`config.mk`:
```
export PLATFORM = sky130hd
export DESIGN_NAME = if_id_buf_flat
export DESIGN_NICKNAME = d
export VERILOG_FILES = /design/src/rtl/if_id_buf_pkg.sv /design/src/rtl/if_id_buf_if.sv /design/src/rtl/if_id_buf_fifo.sv /design/src/rtl/if_id_buf.sv /design/src/flat_wrapper.sv
export SDC_FILE = /design/constraint.sdc
export NUM_CORES = 1
export LEC_CHECK = 0
export BUFFER_PORTS_ARGS = -buffer_cell sky130_fd_sc_hd__buf_2
export CAP_MARGIN = 10
export CORE_ASPECT_RATIO = 0.75
export CORE_UTILIZATION = 50
export CTS_CLUSTER_SIZE = 14
export DETAILED_ROUTE_END_ITERATION = 8
export GPL_TIMING_DRIVEN = 0
export PLACE_DENSITY = 0.83
export RECOVER_POWER = 100
export SLEW_MARGIN = 10
export SYNTH_ARGS = -nofsm -noshare
export SYNTH_HDL_FRONTEND = slang
export SYNTH_SLANG_ARGS = --single-unit
```
`constraint.sdc`:
```
create_clock -name clk -period 8.7 [get_ports clk]
set_clock_uncertainty 0.15 [all_clocks]
set_input_delay 1.74 -clock clk [delete_from_list [all_inputs] [get_ports clk]]
set_output_delay 1.74 -clock clk [all_outputs]
set_load 0.03 [all_outputs]
```
`src/rtl/if_id_buf_pkg.sv`:
```
`default_nettype none
// ============================================================================
// Module   : if_id_buf_pkg
// Brief    : Shared widths, constants and occupancy encoding for the IF/ID
//            instruction buffer.
// Revision : 1.0 - initial release
// ============================================================================
package if_id_buf_pkg;

    localparam int c_INST_ADDR_W = 32;
    localparam int c_INST_W      = 32;
    localparam int c_IFBUF_DEPTH = 4;
    localparam int c_IFBUF_PTR_W = $clog2(c_IFBUF_DEPTH);

    localparam logic [c_INST_W-1:0] c_ZERO_WORD = 32'h0000_0000;

    // Occupancy is decoded from the pointers; there is no state register.
    typedef logic [1:0] occ_t;
    localparam occ_t c_OCC_EMPTY   = 2'd0;
    localparam occ_t c_OCC_PARTIAL = 2'd1;
    localparam occ_t c_OCC_FULL    = 2'd2;

endpackage
`default_nettype wire

```
`src/rtl/if_id_buf_if.sv`:
```
`default_nettype none
// ============================================================================
// Module   : if_id_buf_if
// Brief    : Fetch/decode handshake bundle around the IF/ID buffer.
// Revision : 1.0 - initial release
// ============================================================================
interface if_id_buf_if #(
    parameter int PTR_W = 2
);
    logic [31:0]  if_pc;
    logic [31:0]  if_inst;
    logic         if_valid;
    logic         if_ready;
    logic [31:0]  id_pc;
    logic [31:0]  id_inst;
    logic         id_valid;
    logic         id_ready;
    logic         flush;
    logic [PTR_W:0] count;

    modport master (
        output if_pc, if_inst, if_valid, id_ready, flush,
        input  if_ready, id_pc, id_inst, id_valid, count
    );

    modport slave (
        input  if_pc, if_inst, if_valid, id_ready, flush,
        output if_ready, id_pc, id_inst, id_valid, count
    );
endinterface
`default_nettype wire

```
`src/rtl/if_id_buf_fifo.sv`:
```
`default_nettype none
// ============================================================================
// Module   : if_id_buf_fifo
// Brief    : Show-ahead synchronous FIFO with wrap-bit pointers.
// Revision : 1.0 - initial release
// ============================================================================
module if_id_buf_fifo #(
    parameter int DEPTH = 4,
    parameter int WIDTH = 64,
    parameter int PTR_W = $clog2(DEPTH)
) (
    input  wire logic             clk,
    input  wire logic             rst,
    input  wire logic             clr,
    input  wire logic             push,
    input  wire logic             pop,
    input  wire logic [WIDTH-1:0] wdata,
    output logic      [WIDTH-1:0] rdata,
    output logic                  empty,
    output logic                  full,
    output logic      [PTR_W:0]   count
);

    logic [WIDTH-1:0] r_mem [DEPTH];
    logic [PTR_W:0]   r_wr_ptr;
    logic [PTR_W:0]   r_rd_ptr;

    always_ff @(posedge clk) begin
        if (rst || clr) begin
            r_wr_ptr <= '0;
            r_rd_ptr <= '0;
        end else begin
            if (push) r_wr_ptr <= r_wr_ptr + 1'b1;
            if (pop)  r_rd_ptr <= r_rd_ptr + 1'b1;
        end
    end

    // Storage is never cleared; validity comes from the pointers alone.
    always_ff @(posedge clk) begin
        if (push) r_mem[r_wr_ptr[PTR_W-1:0]] <= wdata;
    end

    assign rdata = r_mem[r_rd_ptr[PTR_W-1:0]];
    assign count = r_wr_ptr - r_rd_ptr;
    assign empty = (r_wr_ptr == r_rd_ptr);
    assign full  = (r_wr_ptr[PTR_W] != r_rd_ptr[PTR_W]) &&
                   (r_wr_ptr[PTR_W-1:0] == r_rd_ptr[PTR_W-1:0]);

endmodule
`default_nettype wire

```
`src/rtl/if_id_buf.sv`:
```
`default_nettype none
// ============================================================================
// Module   : if_id_buf
// Brief    : IF/ID instruction buffer with flush, NOP bubble and back-pressure.
// Revision : 1.0 - initial release
// ============================================================================
module if_id_buf
    import if_id_buf_pkg::*;
#(
    parameter int DEPTH = c_IFBUF_DEPTH,
    parameter int PTR_W = $clog2(DEPTH)
) (
    input  wire logic    clk,
    input  wire logic    rst,
    if_id_buf_if.slave   bus
);

    logic        w_push;
    logic        w_pop;
    logic        w_empty;
    logic        w_full;
    logic [63:0] w_rdata;
    logic [PTR_W:0] w_count;
    occ_t        w_occ;

    always_comb begin
        w_occ = c_OCC_EMPTY;
        if (w_full)        w_occ = c_OCC_FULL;
        else if (!w_empty) w_occ = c_OCC_PARTIAL;
    end

    // Ready depends only on registered occupancy, never on id_ready.
    assign bus.if_ready = (w_occ != c_OCC_FULL);
    assign bus.id_valid = (w_occ != c_OCC_EMPTY);

    assign w_push = bus.if_valid && bus.if_ready && !bus.flush;
    assign w_pop  = bus.id_valid && bus.id_ready && !bus.flush;

    if_id_buf_fifo #(
        .DEPTH (DEPTH),
        .WIDTH (64),
        .PTR_W (PTR_W)
    ) u_fifo (
        .clk   (clk),
        .rst   (rst),
        .clr   (bus.flush),
        .push  (w_push),
        .pop   (w_pop),
        .wdata ({bus.if_pc, bus.if_inst}),
        .rdata (w_rdata),
        .empty (w_empty),
        .full  (w_full),
        .count (w_count)
    );

    assign bus.id_pc   = bus.id_valid ? w_rdata[63:32] : 32'h0;
    assign bus.id_inst = bus.id_valid ? w_rdata[31:0]  : c_ZERO_WORD;
    assign bus.count   = w_count;

endmodule
`default_nettype wire

```
`src/flat_wrapper.sv`:
```
// flat-port wrapper written by rule: the top's interface ports become plain ports
module if_id_buf_flat import if_id_buf_pkg::*;
#(
    parameter int DEPTH = c_IFBUF_DEPTH,
    parameter int PTR_W = $clog2(DEPTH)
)
  (clk, rst, bus_if_pc, bus_if_inst, bus_if_valid, bus_id_ready, bus_flush, bus_if_ready, bus_id_pc, bus_id_inst, bus_id_valid, bus_count);
  if_id_buf_if #(.PTR_W(PTR_W)) bus_i ();
  input  wire logic clk;
  input  wire logic rst;
  input wire logic [$bits(bus_i.if_pc)-1:0] bus_if_pc;
  input wire logic [$bits(bus_i.if_inst)-1:0] bus_if_inst;
  input wire logic [$bits(bus_i.if_valid)-1:0] bus_if_valid;
  input wire logic [$bits(bus_i.id_ready)-1:0] bus_id_ready;
  input wire logic [$bits(bus_i.flush)-1:0] bus_flush;
  output wire logic [$bits(bus_i.if_ready)-1:0] bus_if_ready;
  output wire logic [$bits(bus_i.id_pc)-1:0] bus_id_pc;
  output wire logic [$bits(bus_i.id_inst)-1:0] bus_id_inst;
  output wire logic [$bits(bus_i.id_valid)-1:0] bus_id_valid;
  output wire logic [$bits(bus_i.count)-1:0] bus_count;
  assign bus_i.if_pc = bus_if_pc;
  assign bus_i.if_inst = bus_if_inst;
  assign bus_i.if_valid = bus_if_valid;
  assign bus_i.id_ready = bus_id_ready;
  assign bus_i.flush = bus_flush;
  assign bus_if_ready = bus_i.if_ready;
  assign bus_id_pc = bus_i.id_pc;
  assign bus_id_inst = bus_i.id_inst;
  assign bus_id_valid = bus_i.id_valid;
  assign bus_count = bus_i.count;
  if_id_buf #(.DEPTH(DEPTH), .PTR_W(PTR_W)) u_core (.clk(clk), .rst(rst), .bus(bus_i));
endmodule
```
==> results of run 1 <==
-- kinds of logic after synthesis --
| family | after synthesis |
|---|---|
| DFF | 264 |
| and+or+nand+nor | 85 |
| muxes | 70 |
| buffers and inverters | 31 |
| adders and majority gates | 8 |
| AOI/OAI and AO/OA | 5 |
| xor gates and xnor gates | 2 |
-- cell usage after synthesis --
master	number
edfxtp_1	256
mux4_2	64
nor2b_1	64
buf_6	11
nand2_1	10
inv_1	9
dfxtp_1	8
ha_1	7
buf_2	6
mux2i_1	6
and2_1	4
clkbuf_1	3
o211ai_1	2
or3_1	2
a211oi_1	1
a21oi_1	1
buf_4	1
clkbuf_2	1
fa_1	1
nand2b_1	1
nand4_1	1
nand4b_1	1
nor2_1	1
nor2_2	1
o21a_1	1
xor2_1	1
xor2_2	1
-- area by class of cell --
cell class                      instances  area share
Clock buffer                           33      0.0556
Tap cell                              253      0.0269
Timing Repair Buffer                  145      0.0474
Inverter                                9     0.00287
Multi-Input combinational cell        170       0.184
Sequential cell                       264       0.666
Buffer                                 22      0.0109
Clock inverter                         10     0.00573
-- report_power, final --
group | switching [mW] | internal [mW] | leakage, nW
combinational | 0.0704 | 0.0380 | 0.894
clock | 0.422 | 0.555 | 0.353
sequential | 0.00432 | 1.42 | 2.39
total | 0.497 | 2.01 | 3.64
-- flip-flops by register name (all words and copies together), names as in the netlist, named ones only --
register,flops
u_core.u_fifo.r_mem,256
u_core.u_fifo.r_wr_ptr,3
u_core.u_fifo.r_rd_ptr,3
-- stage by stage --
stage	setup WS (ps)	setup TNS, ps	hold slack (ps)
final	2870	0	385
after global routing	2510	0	417
after CTS	4330	0	390
after detailed placement	4890	0	381
after global placement	-2520	-156290	330
after floorplan	1190	0	319
-- worst max path at each step --
stage,startpoint,end,slack (ps),cells after the start
2_1_floorplan,bus_flush,u_core.u_fifo.r_wr_ptr[2]$_SDFFE_PP0P_,1190,3
3_3_place_gp,bus_flush,u_core.u_fifo.r_wr_ptr[2]$_SDFFE_PP0P_,-2520,4
3_5_place_dp,bus_flush,u_core.u_fifo.r_mem[2][38]$_DFFE_PP_,4890,5
4_1_cts,u_core.u_fifo.r_wr_ptr[0]$_SDFFE_PP0P_,bus_id_pc[24],4330,7
5_1_grt,bus_flush,u_core.u_fifo.r_mem[2][24]$_DFFE_PP_,2510,5
6_report,bus_flush,u_core.u_fifo.r_mem[0][9]$_DFFE_PP_,2870,5
-- metal layers --
metal | vias to the layer above | part of all wire | global-route usage
met1 | 2535 | 0.41 | 0.249
met3 | 20 | 0.088 | 0.0497
met2 | 173 | 0.48 | 0.297
met4 | 0 | 0.014 | 0.0383
met5 | - | 0 | 0
li1 | 2211 | - | -
-- worst min-delay path: stages, from the launching register on --
cell and delay, ps:
dfxtp_1 340, nand2_1 80, mux2i_1 60
==> metrics.txt, run 1 <==
cell area after layout 11800 um^2; io pins about 140; reg2reg start u_core.u_fifo.r_wr_ptr[0]$_SDFFE_PP0P_; max_slew headroom -1.35; area grow syn2layout 15.1%; largest family of logic cells by synthesized area multiplexers; Core ar. 19700 um^2; CP max stage delay 2540 ps; Post-DP HPWL 11900 um; # DRC 0; die area 21100 um^2; Initial DRC Count between 400 and 500; clk sinks between 200 and 300; number of global-route vias before repair 5193; n_diodes 0; worst hold stages 2; largest net degree at the start of global routing 55; Mapped Nets around 540; mux cell area share after synthesis 0.147; CTS Root Cell clkbuf_16; Sequential Area 7850 um^2; largest area contributor in the netlist edfxtp_1; RePlAce Congestion 0.753; die width 167 um; r2r setup slk 3280 ps; Worst Path Required 8580 ps; Nets about 710; Startpoint Class input pin; post-synthesis cell type count 27; post_cts resized 0; worst hold path type reg -> reg; Reg2Reg Depth 6; Hold EP u_core.u_fifo.r_wr_ptr[0]$_SDFFE_PP0P_; most common cell after layout, fill and taps aside edfxtp_1; wire per inst 20.7 um; Pins Over Slew Limit between 150 and 200; wirelength, routed 18700 um; GRT Total Usage 0.182; Worst-path clk slew 60 ps; Initial Util 0.519; critical path peak fanout 54; outcome finished with violations; Avg Cell Area, Syn between 20 and 25 um^2; Final Setup Violations 0; crit path DAT roughly 5700 ps; # hold bufs at CTS 0; Simple-Gate Fraction of Synth Area 0.0495; final hold violations 0; WS Path Type in -> reg; die height 126 um; cell row count 44; Synth Area in Compound Gates 0.00342; htree depth 1; final worst path period need 5830 ps; Cells after DPL 863; post-DR vias/cell 5.45; RSZ-0062 raised after global routing false; Clock Latency Late Sink 500 ps; Static Leak 3.64 nW; Max VDD drop around 180 uV; YS warnings 0; first-pass GRT wire length 29000 um; maxcap violations 4; FILL cells 1500; Mapped Area 10200 um^2; TritonRoute pass-1 iters 4; sequential element share of the synthesized area 0.767; maximum clock path buffer count 3; Finished Core Util 0.598; number of buffers added on ports 137; total power 2.51 mW; largest cells by area after synthesis edfxtp_1, mux4_2, nor2b_1, dfxtp_1, buf_6; CP top delay family buffers and inverters; #FFs+latches synth 264; Non-Filler Instances 906; commonest non-fill, non-tap cells in the layout edfxtp_1, clkbuf_1, mux4_2, nor2b_1, clkbuf_16; area of the multi-input gates 2170 um^2; XOR/XNOR share of the synthesized area 0.00244; failing checks max-capacitance violations, max-slew violations; gr ovfl total 0; Syn Inst Count 465; Setup crit end kind flip-flop; PwrDens 213 nW/um^2; HP Start u_core.u_fifo.r_wr_ptr[0]$_SDFFE_PP0P_; Synth Area in Adders 0.0105; Bufs and invs on worst path 2; initial antenna violation count 0; fin crit share 0.670; DRT antenna net count 0; Worst Max-Slew Pin Slew ~3500 ps; Yosys top cell area share 0.751; RR Endpoint u_core.u_fifo.r_mem[0][9]$_DFFE_PP_; Setup Fix Bufs, Post-CTS 0; placed cell area 11400 um^2; CP cell instances clkbuf_1 -> nand2b_1 -> a21oi_1 -> and2_0 -> clkbuf_1; CTS tree done; ratio of cells with drive above 1 in the final layout 0.179; slowest stage cell, crit path clkbuf_1; Crit path top cell by count clkbuf_1; Max Clk Rate 0.171 GHz; Num CTS Buffers 25; via count 4939
No activity file was read; power rests on OpenSTA's default activity.
==> run 2, diff against run 1 <==
clock period = 6 ns   (was 8.7 ns; I/O delays follow)
==> metrics.txt, run 2 (same netlist as run 1, synthesis figures left out) <==
outcome finished with violations; failing checks max-capacitance violations, max-slew violations; Setup Fix Bufs, Post-CTS 0; Initial DRC Count around 300; fin crit share 0.740; Cells after DPL 863; crit path DAT 3090 ps; Setup crit end kind output pin; TritonRoute pass-1 iters 5; Sequential Power Share 0.528; Max Clk Rate 0.225 GHz; die width 167 um; Worst Max-Slew Pin Slew roughly 2400 ps; RePlAce Congestion about 0.76; Core ar. 19700 um^2; post_cts resized 0; reported net switching power around 0.75 mW; Initial Util 0.519; largest net degree at the start of global routing 38; worst hold stages 2; CTS tree done; final worst path period need ~4400 ps; # hold bufs at CTS 0; die area 21100 um^2; initial antenna violation count 2; critical path peak fanout 10; commonest non-fill, non-tap cells in the layout edfxtp_1, clkbuf_1, mux4_2, nor2b_1, clkbuf_16; Worst-path clk slew about 60 ps; gr ovfl total 0; htree depth 1; Worst Path Required 4650 ps; number of global-route vias before repair 5362; worst hold path type reg -> reg; cell area after layout 12000 um^2; Clk pwr share 0.431; Clock Latency Late Sink 510 ps; number of buffers added on ports 137; Static Leak 3.75 nW; maximum clock path buffer count 3; switching fraction of total power 0.194; FILL cells 1453; CTS Root Cell clkbuf_16; Num CTS Buffers 26; Pins Over Slew Limit 88; PwrDens 324 nW/um^2; final hold violations 0; Non-Filler Instances between 900 and 1000; Largest register FFs 256; WS Path Type reg -> out; placed cell area 11400 um^2; first-pass GRT wire length 29500 um; minimum hold slack about 380 ps; maxcap violations 3; wirelength, routed about 19000 um; wire per inst 20.6 um; io pins about 140; Startpoint Class flip-flop; Post-DP HPWL 12200 um; Logic pwr share 0.041; Final Setup Violations 0; internal power between 3 and 4 mW; DRT antenna net count 0; Finished Core Util 0.610; post-DR vias/cell approximately 5.5; area grow syn2layout 17.4%; # DRC 0; most common cell after layout, fill and taps aside edfxtp_1; Nets 715; max_slew headroom -0.622; ratio of cells with drive above 1 in the final layout 0.199; clk sinks approximately 260; via count 4976; cell row count 44; RSZ-0062 raised after global routing false; setup_tns 0 ps; die height approximately 130 um; Reg2Reg Depth 7; Max VDD drop 307 uV; GRT Total Usage 0.184
-- run 2: layer usage --
metal | up-vias | routed length, um | GRT usage
met3 | 37 | 1480 | 0.0503
met4 | 2 | 362 | 0.0383
met2 | 185 | 9200 | 0.319
met5 | - | 13 | 0
li1 | 2217 | - | -
met1 | 2535 | 7750 | 0.233
-- run 2: worst paths after layout --
| check | slack [ps] | endpoint | startpoint |
|---|---|---|---|
| hold reg to reg | 380 | u_core.u_fifo.r_wr_ptr[0]$_SDFFE_PP0P_ | u_core.u_fifo.r_wr_ptr[0]$_SDFFE_PP0P_ |
| setup / recovery | 1560 | bus_id_inst[17] | u_core.u_fifo.r_wr_ptr[0]$_SDFFE_PP0P_ |
| hold / removal | 380 | u_core.u_fifo.r_wr_ptr[0]$_SDFFE_PP0P_ | u_core.u_fifo.r_wr_ptr[0]$_SDFFE_PP0P_ |
| setup reg to reg | 1790 | u_core.u_fifo.r_mem[3][39]$_DFFE_PP_ | u_core.u_fifo.r_wr_ptr[0]$_SDFFE_PP0P_ |
-- run 2: critical path: stages (launching register included) --
cell and delay, ps:
dfxtp_1 380, inv_1 120, ha_1 330, nand2_1 80, nor2_1 200, clkbuf_1 590, clkbuf_1 500, nor2b_1 140
clkbuf_1 250
-- run 2: layout make-up --
| cell class | instances | area, um^2 | share of cell area |
|---|---|---|---|
| flip-flops and latches | 264 | 7850 | 0.653 |
| multi-input cells | 170 | 2170 | 0.181 |
| clock buffers | 31 | 691 | 0.0575 |
| repair buffers | 145 | 603 | 0.0502 |
| well taps | 253 | 317 | 0.0263 |
| clock inverters | 16 | 206 | 0.0172 |
| plain buffers | 22 | 140 | 0.0117 |
| inverters | 9 | 33.8 | 0.00281 |
| diodes | 1 | 2.50 | 0.000208 |
-- run 2: power groups by stage --
| stage | logic (mW) | registers (mW) | clock network, mW |
|---|---|---|---|
| 5_1_grt | 0.171 | 2.06 | 1.78 |
| 3_3_place_gp | 0.161 | 2.10 | 0 |
| 4_1_cts | 0.174 | 2.06 | 1.71 |
| 2_1_floorplan | 0.0973 | 2.09 | 0 |
| 6_report | 0.158 | 2.06 | 1.68 |
| 3_5_place_dp | 0.173 | 2.10 | 0 |
-- run 2: per-stage QoR --
stage / worst slack [ps] / power (mW)
floorplan: 1320 / 2.19
global placement: -616 / 2.26
detailed placement: 2690 / 2.27
CTS: 2210 / 3.94
global route: 1320 / 4.01
finish: 1560 / 3.89
==> run 3, diff against run 2 <==
PLACE_DENSITY = 0.86   (was 0.83)
clock period = 3.7 ns   (was 6 ns; I/O delays follow)
==> metrics.txt, run 3 (same netlist as run 1, synthesis figures left out) <==
PwrDens 504 nW/um^2; slowest stage cell, crit path dfxtp_1; crit path DAT 2550 ps; Initial DRC Count between 400 and 500; most common cell after layout, fill and taps aside edfxtp_1; Cells after DPL about 860; cell row count 44; maxcap violations 0; FILL cells 1444; io pins 138; worst setup path startpoint u_core.u_fifo.r_wr_ptr[0]$_SDFFE_PP0P_; n_diodes 0; placed cell area 11400 um^2; Reg2Reg Depth 6; area grow syn2layout 17.1%; Sequential Area between 7000 and 8000 um^2; via count 5006; Setup crit end kind output pin; RR Endpoint u_core.u_fifo.r_mem[3][24]$_DFFE_PP_; CP max stage delay 390 ps; Core ar. between 15000 and 20000 um^2; Num CTS Buffers 25; RePlAce Congestion 0.759; r2r setup slk ~340 ps; die area 21100 um^2; Worst Path Required 2810 ps; final hold violations 0; post-DR vias/cell 5.52; Finished Core Util 0.608; # hold bufs at CTS 0; die height 126 um; DRT antenna net count 0; final worst path period need about 3400 ps; Startpoint Class flip-flop; outcome completed; GRT Total Usage 0.183; largest net degree at the start of global routing 36; metal3 WL between 1000 and 1500 um; post_cts resized 0; Max Clk Rate 0.291 GHz; RSZ-0062 raised after global routing false; Post-DP HPWL between 10000 and 15000 um; area of the multi-input gates 2180 um^2; number of buffers added on ports approximately 140; fin crit share 0.929; minimum hold slack about 340 ps; TritonRoute pass-1 iters 4; Static Leak 3.82 nW; cell area after layout 12000 um^2; Non-Filler Instances between 900 and 1000; wirelength, routed ~19000 um; maximum clock path buffer count 3; CTS Root Cell clkbuf_16; met2 routed WL 9230 um; WS Path Type reg -> out; CP cell instances inv_1 -> ha_1 -> nand2_1 -> nor2_1 -> clkbuf_2 -> buf_6 -> nor2b_1 -> clkbuf_1; max_slew headroom 0.169; Worst-path clk slew 60 ps; ratio of cells with drive above 1 in the final layout 0.240; gr ovfl total 0; M1 wire length 8150 um; Initial Util 0.519; reg2reg start u_core.u_fifo.r_wr_ptr[0]$_SDFFE_PP0P_; htree depth 1; Largest register FFs 256; CTS tree done; die width between 150 and 200 um; Max VDD drop 400 uV; Clock Latency Late Sink 500 ps; Pins Over Slew Limit 0; clk sinks about 260; Setup Fix Bufs, Post-CTS 0; crit path to bus_id_inst[24]; Top Metal Used met4; wire per inst about 21 um; initial antenna violation count 0; Nets between 700 and 800; # DRC 0; Final Setup Violations 0; critical path peak fanout 10; setup_tns 0 ps; commonest non-fill, non-tap cells in the layout edfxtp_1, clkbuf_1, mux4_2, nor2b_1, clkbuf_16; number of global-route vias before repair between 5000 and 6000; worst hold path type in -> reg; first-pass GRT wire length slightly below 30000 um; Worst Max-Slew Pin Slew 1240 ps
[run 3: changes by cell type in the layout (fill, tap and decap cells not counted), sizes merged]
cell    delta
buf       +13
bufinv     -2
clkbuf    -16
clkinv     +2
diode      -1
[run 3: per-layer routing]
layer  vias to the layer above  GRT usage
met1                      2582      0.246
met4                         0     0.0362
met2                       185      0.306
li1                       2210          -
met5                         -          0
met3                        29     0.0475
[run 3: metrics by stage]
stage               setup slack, ps  power (mW)
floorplan                       259        3.55
global placement               -812        3.66
detailed placement              819        3.68
CTS                             378        6.10
global route                    114        6.21
finish                          265        6.04
[run 3: cell type report]
class,instances,share of cell area
clock inverters,16,0.0118
multi-input cells,170,0.182
flip-flops and latches,264,0.655
well taps,253,0.0264
clock buffers,29,0.0534
plain buffers,22,0.0143
inverters,9,0.00282
repair buffers,144,0.0546
[run 3: worst min-delay path by stage]
stage	endpoint	start	cells past startpoint	slack, ps
3_5_place_dp	u_core.u_fifo.r_wr_ptr[0]$_SDFFE_PP0P_	u_core.u_fifo.r_wr_ptr[0]$_SDFFE_PP0P_	2	360
6_report	u_core.u_fifo.r_mem[3][9]$_DFFE_PP_	bus_if_inst[9]	1	340
5_1_grt	u_core.u_fifo.r_mem[2][9]$_DFFE_PP_	bus_if_inst[9]	1	320
3_3_place_gp	u_core.u_fifo.r_wr_ptr[0]$_SDFFE_PP0P_	u_core.u_fifo.r_wr_ptr[0]$_SDFFE_PP0P_	2	330
2_1_floorplan	u_core.u_fifo.r_wr_ptr[0]$_SDFFE_PP0P_	u_core.u_fifo.r_wr_ptr[0]$_SDFFE_PP0P_	2	320
4_1_cts	u_core.u_fifo.r_mem[0][9]$_DFFE_PP_	bus_if_inst[9]	1	280
[run 3: worst max-delay path: cells and delay by family, from the launching register on]
kind / cells / cell delay, ps
adder cells (fa/ha/maj): 1 / 340
buffers and inverters: 4 / 990
AND/OR/NAND/NOR: 3 / 310
flip-flops: 1 / 390
[run 3: where the power goes]
| part | switching, mW | internal, mW | total (mW) |
|---|---|---|---|
| Combinational | 0.169 | 0.0953 | 0.264 |
| Sequential | 0.0104 | 3.32 | 3.33 |
| Clock | 1.00 | 1.44 | 2.44 |
